$ cat config.mk
export PLATFORM = sky130hd
export DESIGN_NAME = if_id_front_end_flat
export DESIGN_NICKNAME = d
export VERILOG_FILES = /design/src/rtl/mips_pkg.sv /design/src/rtl/if_id_front_end_if.sv /design/src/rtl/reg_file.sv /design/src/rtl/if_id_front_end.sv /design/src/flat_wrapper.sv
export SDC_FILE = /design/constraint.sdc
export NUM_CORES = 2
export LEC_CHECK = 0
export ABC_CLOCK_PERIOD_IN_PS = 3650
export CAP_MARGIN = 20
export CORE_UTILIZATION = 35
export DETAILED_ROUTE_END_ITERATION = 10
export GPL_ROUTABILITY_DRIVEN = 0
export PLACE_DENSITY = 0.62
export SLEW_MARGIN = 0
export SYNTH_ARGS = -nofsm -noshare
export SYNTH_HDL_FRONTEND = slang
export SYNTH_SLANG_ARGS = --single-unit
$ cat constraint.sdc
create_clock -name Clk -period 3.65 [get_ports Clk]
set_input_delay 0.73 -clock Clk [delete_from_list [all_inputs] [get_ports Clk]]
set_output_delay 0.73 -clock Clk [all_outputs]
set_load 0.02 [all_outputs]
$ cat src/rtl/mips_pkg.sv
// Shared MIPS front-end definitions: opcodes, reset defaults, control bundle.
package mips_pkg;

  localparam int unsigned OPCODE_W   = 6;
  localparam int unsigned REG_ADDR_W = 5;
  localparam int unsigned CTRL_W     = 7;

  localparam logic [31:0] RESET_PC_DEF  = 32'h0000_0000;
  localparam logic [31:0] NOP_INSTR_DEF = 32'h0000_0000;

  typedef enum logic [OPCODE_W-1:0] {
    OP_RTYPE = 6'h00,
    OP_BEQ   = 6'h04,
    OP_ADDI  = 6'h08,
    OP_LW    = 6'h23,
    OP_SW    = 6'h2B
  } opcode_e;

  // Bit order matches the ID/EX control bundle, MSB first.
  typedef struct packed {
    logic reg_write;
    logic mem_to_reg;
    logic branch;
    logic mem_read;
    logic mem_write;
    logic reg_dst;
    logic alu_src;
  } ctrl_t;

  // Main control decode; unknown opcodes decode as a NOP.
  function automatic ctrl_t decode_ctrl(input logic [OPCODE_W-1:0] op);
    ctrl_t c;
    c = '0;
    case (op)
      OP_RTYPE: begin c.reg_dst = 1'b1; c.reg_write = 1'b1; end
      OP_LW:    begin c.alu_src = 1'b1; c.mem_read = 1'b1; c.mem_to_reg = 1'b1; c.reg_write = 1'b1; end
      OP_SW:    begin c.alu_src = 1'b1; c.mem_write = 1'b1; end
      OP_BEQ:   begin c.branch = 1'b1; end
      OP_ADDI:  begin c.alu_src = 1'b1; c.reg_write = 1'b1; end
      default:  c = '0;
    endcase
    return c;
  endfunction

endpackage

$ cat src/rtl/if_id_front_end_if.sv
// ID/EX bundle produced by the fetch/decode front end for the EX/MEM/WB back end.
interface if_id_front_end_if;
  logic [31:0] PCAddResult_out;
  logic [31:0] ReadData1_out;
  logic [31:0] ReadData2_out;
  logic [31:0] signExtend_out;
  logic [4:0]  rt_out;
  logic [4:0]  rd_out;
  logic        RegWrite_out;
  logic        MemtoReg_out;
  logic        Branch_out;
  logic        MemRead_out;
  logic        MemWrite_out;
  logic        RegDst_out;
  logic        ALUSrc_out;
  logic [5:0]  ALUOp_out;

  modport master (
    output PCAddResult_out, ReadData1_out, ReadData2_out, signExtend_out, rt_out, rd_out,
           RegWrite_out, MemtoReg_out, Branch_out, MemRead_out, MemWrite_out, RegDst_out,
           ALUSrc_out, ALUOp_out
  );

  modport slave (
    input  PCAddResult_out, ReadData1_out, ReadData2_out, signExtend_out, rt_out, rd_out,
           RegWrite_out, MemtoReg_out, Branch_out, MemRead_out, MemWrite_out, RegDst_out,
           ALUSrc_out, ALUOp_out
  );
endinterface

$ cat src/rtl/reg_file.sv
// 32x32 register file: 2 combinational reads, 1 write, WB bypass, r0 hardwired to 0.
module reg_file
  import mips_pkg::*;
(
  input  logic                  clk_i,
  input  logic                  rst_ni,
  input  logic [REG_ADDR_W-1:0] raddr1_i,
  input  logic [REG_ADDR_W-1:0] raddr2_i,
  output logic [31:0]           rdata1_o,
  output logic [31:0]           rdata2_o,
  input  logic                  we_i,
  input  logic [REG_ADDR_W-1:0] waddr_i,
  input  logic [31:0]           wdata_i
);

  logic [31:0] rf_q [32];

  // Register write on the rising edge; reset clears every GPR.
  always_ff @(posedge clk_i or negedge rst_ni) begin
    if (!rst_ni) begin
      for (int unsigned i = 0; i < 32; i++) rf_q[i] <= '0;
    end else if (we_i && (waddr_i != '0)) begin
      rf_q[waddr_i] <= wdata_i;
    end
  end

  // Reads see a same-cycle WB write so ID never sees a stale value.
  always_comb begin
    rdata1_o = rf_q[raddr1_i];
    rdata2_o = rf_q[raddr2_i];
    if (we_i && (waddr_i == raddr1_i)) rdata1_o = wdata_i;
    if (we_i && (waddr_i == raddr2_i)) rdata2_o = wdata_i;
    if (raddr1_i == '0) rdata1_o = '0;
    if (raddr2_i == '0) rdata2_o = '0;
  end

endmodule

$ cat src/rtl/if_id_front_end.sv
// Fetch + decode front end: PC, IF/ID register, register file, control decode, load-use stall.
module if_id_front_end
  import mips_pkg::*;
#(
  parameter logic [31:0] RESET_PC  = RESET_PC_DEF,
  parameter logic [31:0] NOP_INSTR = NOP_INSTR_DEF
) (
  input  logic               Clk,
  input  logic               Reset_n,
  input  logic [31:0]        Instruction_in,
  output logic [31:0]        PC_out,
  input  logic               PCSrc_in,
  input  logic [31:0]        BranchTarget_in,
  input  logic               RegWrite_WB_in,
  input  logic [4:0]         WriteReg_WB_in,
  input  logic [31:0]        WriteData_WB_in,
  input  logic               MemRead_IDEX_in,
  input  logic [4:0]         rt_IDEX_in,
  output logic               Stall_out,
  if_id_front_end_if.master  idex
);

  logic [31:0] pc_q, pc_d;
  logic [31:0] ifid_instr_q, ifid_instr_d;
  logic [31:0] ifid_pc4_q, ifid_pc4_d;
  logic        ifid_valid_q, ifid_valid_d;

  logic [31:0]           pc_plus4;
  logic [REG_ADDR_W-1:0] rs, rt;
  logic                  stall;
  ctrl_t                 ctrl;

  assign pc_plus4 = pc_q + 32'd4;
  assign rs       = ifid_instr_q[25:21];
  assign rt       = ifid_instr_q[20:16];

  // Load-use hazard; a taken branch overrides the stall since IF/ID is being flushed.
  assign stall = ifid_valid_q && MemRead_IDEX_in && (rt_IDEX_in != '0) &&
                 ((rt_IDEX_in == rs) || (rt_IDEX_in == rt)) && !PCSrc_in;

  // Next-state selection for PC and IF/ID: flush > stall > advance.
  always_comb begin
    pc_d         = pc_q;
    ifid_instr_d = ifid_instr_q;
    ifid_pc4_d   = ifid_pc4_q;
    ifid_valid_d = ifid_valid_q;
    if (PCSrc_in) begin
      pc_d         = BranchTarget_in;
      ifid_instr_d = NOP_INSTR;
      ifid_pc4_d   = '0;
      ifid_valid_d = 1'b0;
    end else if (!stall) begin
      pc_d         = pc_plus4;
      ifid_instr_d = Instruction_in;
      ifid_pc4_d   = pc_plus4;
      ifid_valid_d = 1'b1;
    end
  end

  // PC and IF/ID pipeline registers.
  always_ff @(posedge Clk or negedge Reset_n) begin
    if (!Reset_n) begin
      pc_q         <= RESET_PC;
      ifid_instr_q <= NOP_INSTR;
      ifid_pc4_q   <= '0;
      ifid_valid_q <= 1'b0;
    end else begin
      pc_q         <= pc_d;
      ifid_instr_q <= ifid_instr_d;
      ifid_pc4_q   <= ifid_pc4_d;
      ifid_valid_q <= ifid_valid_d;
    end
  end

  // Control decode; a bubble or an invalid IF/ID slot drives all controls to 0.
  always_comb begin
    ctrl = '0;
    if (ifid_valid_q && !stall) ctrl = decode_ctrl(ifid_instr_q[31:26]);
  end

  reg_file u_reg_file (
    .clk_i    (Clk),
    .rst_ni   (Reset_n),
    .raddr1_i (rs),
    .raddr2_i (rt),
    .rdata1_o (idex.ReadData1_out),
    .rdata2_o (idex.ReadData2_out),
    .we_i     (RegWrite_WB_in),
    .waddr_i  (WriteReg_WB_in),
    .wdata_i  (WriteData_WB_in)
  );

  assign PC_out               = pc_q;
  assign Stall_out            = stall;
  assign idex.PCAddResult_out = ifid_pc4_q;
  assign idex.signExtend_out  = {{16{ifid_instr_q[15]}}, ifid_instr_q[15:0]};
  assign idex.rt_out          = ifid_instr_q[20:16];
  assign idex.rd_out          = ifid_instr_q[15:11];
  assign idex.ALUOp_out       = ifid_instr_q[31:26];
  assign idex.RegWrite_out    = ctrl.reg_write;
  assign idex.MemtoReg_out    = ctrl.mem_to_reg;
  assign idex.Branch_out      = ctrl.branch;
  assign idex.MemRead_out     = ctrl.mem_read;
  assign idex.MemWrite_out    = ctrl.mem_write;
  assign idex.RegDst_out      = ctrl.reg_dst;
  assign idex.ALUSrc_out      = ctrl.alu_src;

endmodule

$ cat src/flat_wrapper.sv
// flat-port wrapper written by rule: the top's interface ports become plain ports
module if_id_front_end_flat import mips_pkg::*;
#(
  parameter logic [31:0] RESET_PC  = RESET_PC_DEF,
  parameter logic [31:0] NOP_INSTR = NOP_INSTR_DEF
)
  (Clk, Reset_n, Instruction_in, PC_out, PCSrc_in, BranchTarget_in, RegWrite_WB_in, WriteReg_WB_in, WriteData_WB_in, MemRead_IDEX_in, rt_IDEX_in, Stall_out, idex_PCAddResult_out, idex_ReadData1_out, idex_ReadData2_out, idex_signExtend_out, idex_rt_out, idex_rd_out, idex_RegWrite_out, idex_MemtoReg_out, idex_Branch_out, idex_MemRead_out, idex_MemWrite_out, idex_RegDst_out, idex_ALUSrc_out, idex_ALUOp_out);
  if_id_front_end_if idex_i ();
  input  logic Clk;
  input  logic Reset_n;
  input  logic [31:0] Instruction_in;
  output logic [31:0] PC_out;
  input  logic PCSrc_in;
  input  logic [31:0] BranchTarget_in;
  input  logic RegWrite_WB_in;
  input  logic [4:0] WriteReg_WB_in;
  input  logic [31:0] WriteData_WB_in;
  input  logic MemRead_IDEX_in;
  input  logic [4:0] rt_IDEX_in;
  output logic Stall_out;
  output wire logic [$bits(idex_i.PCAddResult_out)-1:0] idex_PCAddResult_out;
  output wire logic [$bits(idex_i.ReadData1_out)-1:0] idex_ReadData1_out;
  output wire logic [$bits(idex_i.ReadData2_out)-1:0] idex_ReadData2_out;
  output wire logic [$bits(idex_i.signExtend_out)-1:0] idex_signExtend_out;
  output wire logic [$bits(idex_i.rt_out)-1:0] idex_rt_out;
  output wire logic [$bits(idex_i.rd_out)-1:0] idex_rd_out;
  output wire logic [$bits(idex_i.RegWrite_out)-1:0] idex_RegWrite_out;
  output wire logic [$bits(idex_i.MemtoReg_out)-1:0] idex_MemtoReg_out;
  output wire logic [$bits(idex_i.Branch_out)-1:0] idex_Branch_out;
  output wire logic [$bits(idex_i.MemRead_out)-1:0] idex_MemRead_out;
  output wire logic [$bits(idex_i.MemWrite_out)-1:0] idex_MemWrite_out;
  output wire logic [$bits(idex_i.RegDst_out)-1:0] idex_RegDst_out;
  output wire logic [$bits(idex_i.ALUSrc_out)-1:0] idex_ALUSrc_out;
  output wire logic [$bits(idex_i.ALUOp_out)-1:0] idex_ALUOp_out;
  assign idex_PCAddResult_out = idex_i.PCAddResult_out;
  assign idex_ReadData1_out = idex_i.ReadData1_out;
  assign idex_ReadData2_out = idex_i.ReadData2_out;
  assign idex_signExtend_out = idex_i.signExtend_out;
  assign idex_rt_out = idex_i.rt_out;
  assign idex_rd_out = idex_i.rd_out;
  assign idex_RegWrite_out = idex_i.RegWrite_out;
  assign idex_MemtoReg_out = idex_i.MemtoReg_out;
  assign idex_Branch_out = idex_i.Branch_out;
  assign idex_MemRead_out = idex_i.MemRead_out;
  assign idex_MemWrite_out = idex_i.MemWrite_out;
  assign idex_RegDst_out = idex_i.RegDst_out;
  assign idex_ALUSrc_out = idex_i.ALUSrc_out;
  assign idex_ALUOp_out = idex_i.ALUOp_out;
  if_id_front_end #(.RESET_PC(RESET_PC), .NOP_INSTR(NOP_INSTR)) u_core (.Clk(Clk), .Reset_n(Reset_n), .Instruction_in(Instruction_in), .PC_out(PC_out), .PCSrc_in(PCSrc_in), .BranchTarget_in(BranchTarget_in), .RegWrite_WB_in(RegWrite_WB_in), .WriteReg_WB_in(WriteReg_WB_in), .WriteData_WB_in(WriteData_WB_in), .MemRead_IDEX_in(MemRead_IDEX_in), .rt_IDEX_in(rt_IDEX_in), .Stall_out(Stall_out), .idex(idex_i));
endmodule
==> metrics.cfg <==
[synth]
synth_cells=4353
synth_nets=4465
syn-mean-instance-area_sq_um=13.8
yosys_warnings=0
synth_ff_type=dfrtp_1
yosysUniqueCellTypes=68
async_reset_ff_share_pct=100
syn_area_sq_um=60100
ys_ff_latch=1121
synth_enable_flop_cells=0
ys_seq_area_share_pct=46.7

[status]
failed_checks=negative setup slack
status=complete, but fails checks

[finish]
multi_input_area_sq_um=31400
syn_to_final_growth_pct=28.3
final_cell_mix=dfrtp_1 (1112), mux2_2 (1011), buf_4 (412)
fin_util_pct=45.4
drive_gt1_share_pct=52.4
nFillCells=14800
layout_commonest_cell=dfrtp_1
design_area_sq_um=77100
ff_latch_area_sq_um=28100
final_nets=5018

[cts]
cts_buffers=117
cts_tree=yes
clock_latency_ps=750
cts.path.max_buffers=3
clkTransAtPathRegs_ps=70
root_buffer=clkbuf_16
clock_sinks=1121
htreeDepth=3

[placed_design]
place_area_sq_um=68100
port_buffers=294
dpl.hpwl_um=142000
dp_slack_ps=-406

[setup_path]
path_buf_inv=4
startpoint_type=flop
end_kind=output port
crit_required_ps=2920
critPathTopFamily=compound AO/OA/AOI/OAI gates
crit_chain=buf_16 -> buf_12 -> buf_16 -> mux4_2 -> a22o_1 -> a2111o_1 -> a32o_2 -> buf_6
cpPeakStageDelay_ps=500
cp.arrival_ps=3460
crit_path_max_fanout=6
crit_type=flop to output port
crit_top_cell=buf_16
crit_slowest_cell=dfrtp_4

[global_route]
grt_max_degree=126
grt_pass1_wl_um=323000
grt_overflow=0
antenna_found_initial=7
grt_use_total_pct=25.3
first_global_vias=45200

[floorplanning]
row_count=151
die-height_um=416
pin_count=295
core_area_sq_um=170000
die_area_sq_um=173000
start_util_pct=35.4
die_x_um=416

[sta]
setup_ws_ps=-544
worst_pin_slew_ps=1000
skew_ps=36.3
fin_hold_ws_ps=396
max_freq_mhz=238
finalSetupViolCount=69
finalCritPeriodShare_pct=115
slew_viol_final=0
rsz0062_at_grt=true
tns_ps=-21300
finalCriticalPeriod_ps=4190
slew_headroom_pct=33.0
hold_viol=0

[worst_hold_path]
hold_class=flop to flop

[route]
routed-via-count=43700
drt_iter0_markers=3689
drc_errors=0
ant_nets=0
dr.pass1.iters=7
drt-vias-per-instance=6.06
routed_wl_um=223000
wl_per_cell_um=30.9

[power_and_ir_drop]
power_density_nw_per_um2=491
ir_drop_uv=449
p_leak_nw=32.3

[run]
maxCapViolCount=0

## synthesized netlist by cell type (5+ instances only)
cell	count	area share, %
a2111o_1	19	0.36
a2111oi_0	39	0.57
a211o_1	20	0.29
a211oi_1	11	0.14
a21oi_1	106	0.88
a221o_1	8	0.13
a22o_1	94	1.4
a22oi_1	65	0.81
a32o_1	26	0.43
and2_1	8	0.083
and3_1	7	0.073
buf_1	66	0.41
buf_2	98	0.82
buf_4	64	0.80
buf_6	18	0.34
clkbuf_1	296	1.8
dfrtp_1	1121	47
inv_1	11	0.069
mux2_2	1017	19
mux2i_1	275	4.6
mux4_2	375	14
nand2_1	116	0.72
nand3_1	79	0.66
nand3b_1	7	0.087
nand4_1	28	0.29
nor2_1	32	0.20
nor2b_1	9	0.094
nor3_1	8	0.067
nor3b_1	5	0.062
o211ai_1	14	0.17
o21ai_0	58	0.48
o221ai_1	40	0.58
o22a_1	19	0.28
o22ai_1	62	0.65
o2bb2ai_1	11	0.16
o31ai_1	5	0.062
or3_1	14	0.15
xnor2_1	26	0.38
xor2_1	10	0.15
## cell families after synthesis
logic type	synth area share (%)
mux	37.7
flops	46.7
compound gates	7.71
buf+inv	4.29
simple gates	3.07
xor+xnor	0.525
fa+ha+maj	0.0208
## flip-flops by register name, indices dropped and copies added (netlist names)
| register | flops |
|---|---|
| u_core.u_reg_file.rf_q | 1024 |
| u_core.ifid_instr_q | 32 |
| u_core.PC_out | 32 |
| u_core.idex.PCAddResult_out | 32 |
| u_core.ifid_valid_q | 1 |
## what timing repair did
item / in CTS / in global routing
endpoints found under the setup margin: 72 / 72
resized for setup: 628 / 218
gates cloned: 19 / 5
pin swaps: 135 / 138
hold buffers: 1 / 0
endpoints found under the hold margin: 32 / 0
setup buffers: 152 / 82
## power breakdown
group	total [W]	internal, W	switching [W]	leakage (nW)
registers	0.0164	0.0147	0.00175	14.3
logic	0.00905	0.00513	0.00392	16.1
clock network	0.0124	0.00708	0.00531	1.93
## layer usage
metal / track usage (%) / vias up / share of wire [%]
met2: 41.7 / 1884 / 48
met3: 4.81 / 630 / 7.0
met5: 0 / - / 0.034
met1: 30.5 / 23300 / 38
li1: - / 17900 / -
met4: 15.8 / 12 / 7.2
## final cells by class
class                      instances  area share, %
multi-input combinational       2678           40.8
sequential                      1121           36.4
timing repair buffer             976           14.0
clock buffer                     158           4.32
tap                             2218           3.60
clock inverter                    52          0.753
inverter                          12         0.0649
antenna                            2        0.00649
## path summary, 6_finish.rpt
path	from	to	slack [ps]	cells after the start
max	u_core.ifid_instr_q[16]$_DFFE_PN0P_	idex_ReadData2_out[14]	-540	8
min	u_core.u_reg_file.rf_q[999]$_DFFE_PN0P_	u_core.u_reg_file.rf_q[999]$_DFFE_PN0P_	400	0
max reg2reg	u_core.ifid_instr_q[21]$_DFFE_PN0P_	u_core.ifid_instr_q[16]$_DFFE_PN0P_	300	15
min reg2reg	u_core.u_reg_file.rf_q[999]$_DFFE_PN0P_	u_core.u_reg_file.rf_q[999]$_DFFE_PN0P_	400	0
max in group asynchronous	Reset_n	u_core.PC_out[4]$_DFFE_PN0P_	1930	3
min in group asynchronous	Reset_n	u_core.idex.PCAddResult_out[26]$_DFFE_PN0P_	500	2
## metrics by stage
step                      cells  total power [W]
after floorplan            4353           0.0214
after global placement     6778           0.0242
after detailed placement   6778           0.0245
after CTS                  7144           0.0376
after global routing       7215           0.0393
final                      7217           0.0379
Power figures use the tool's default switching activity.
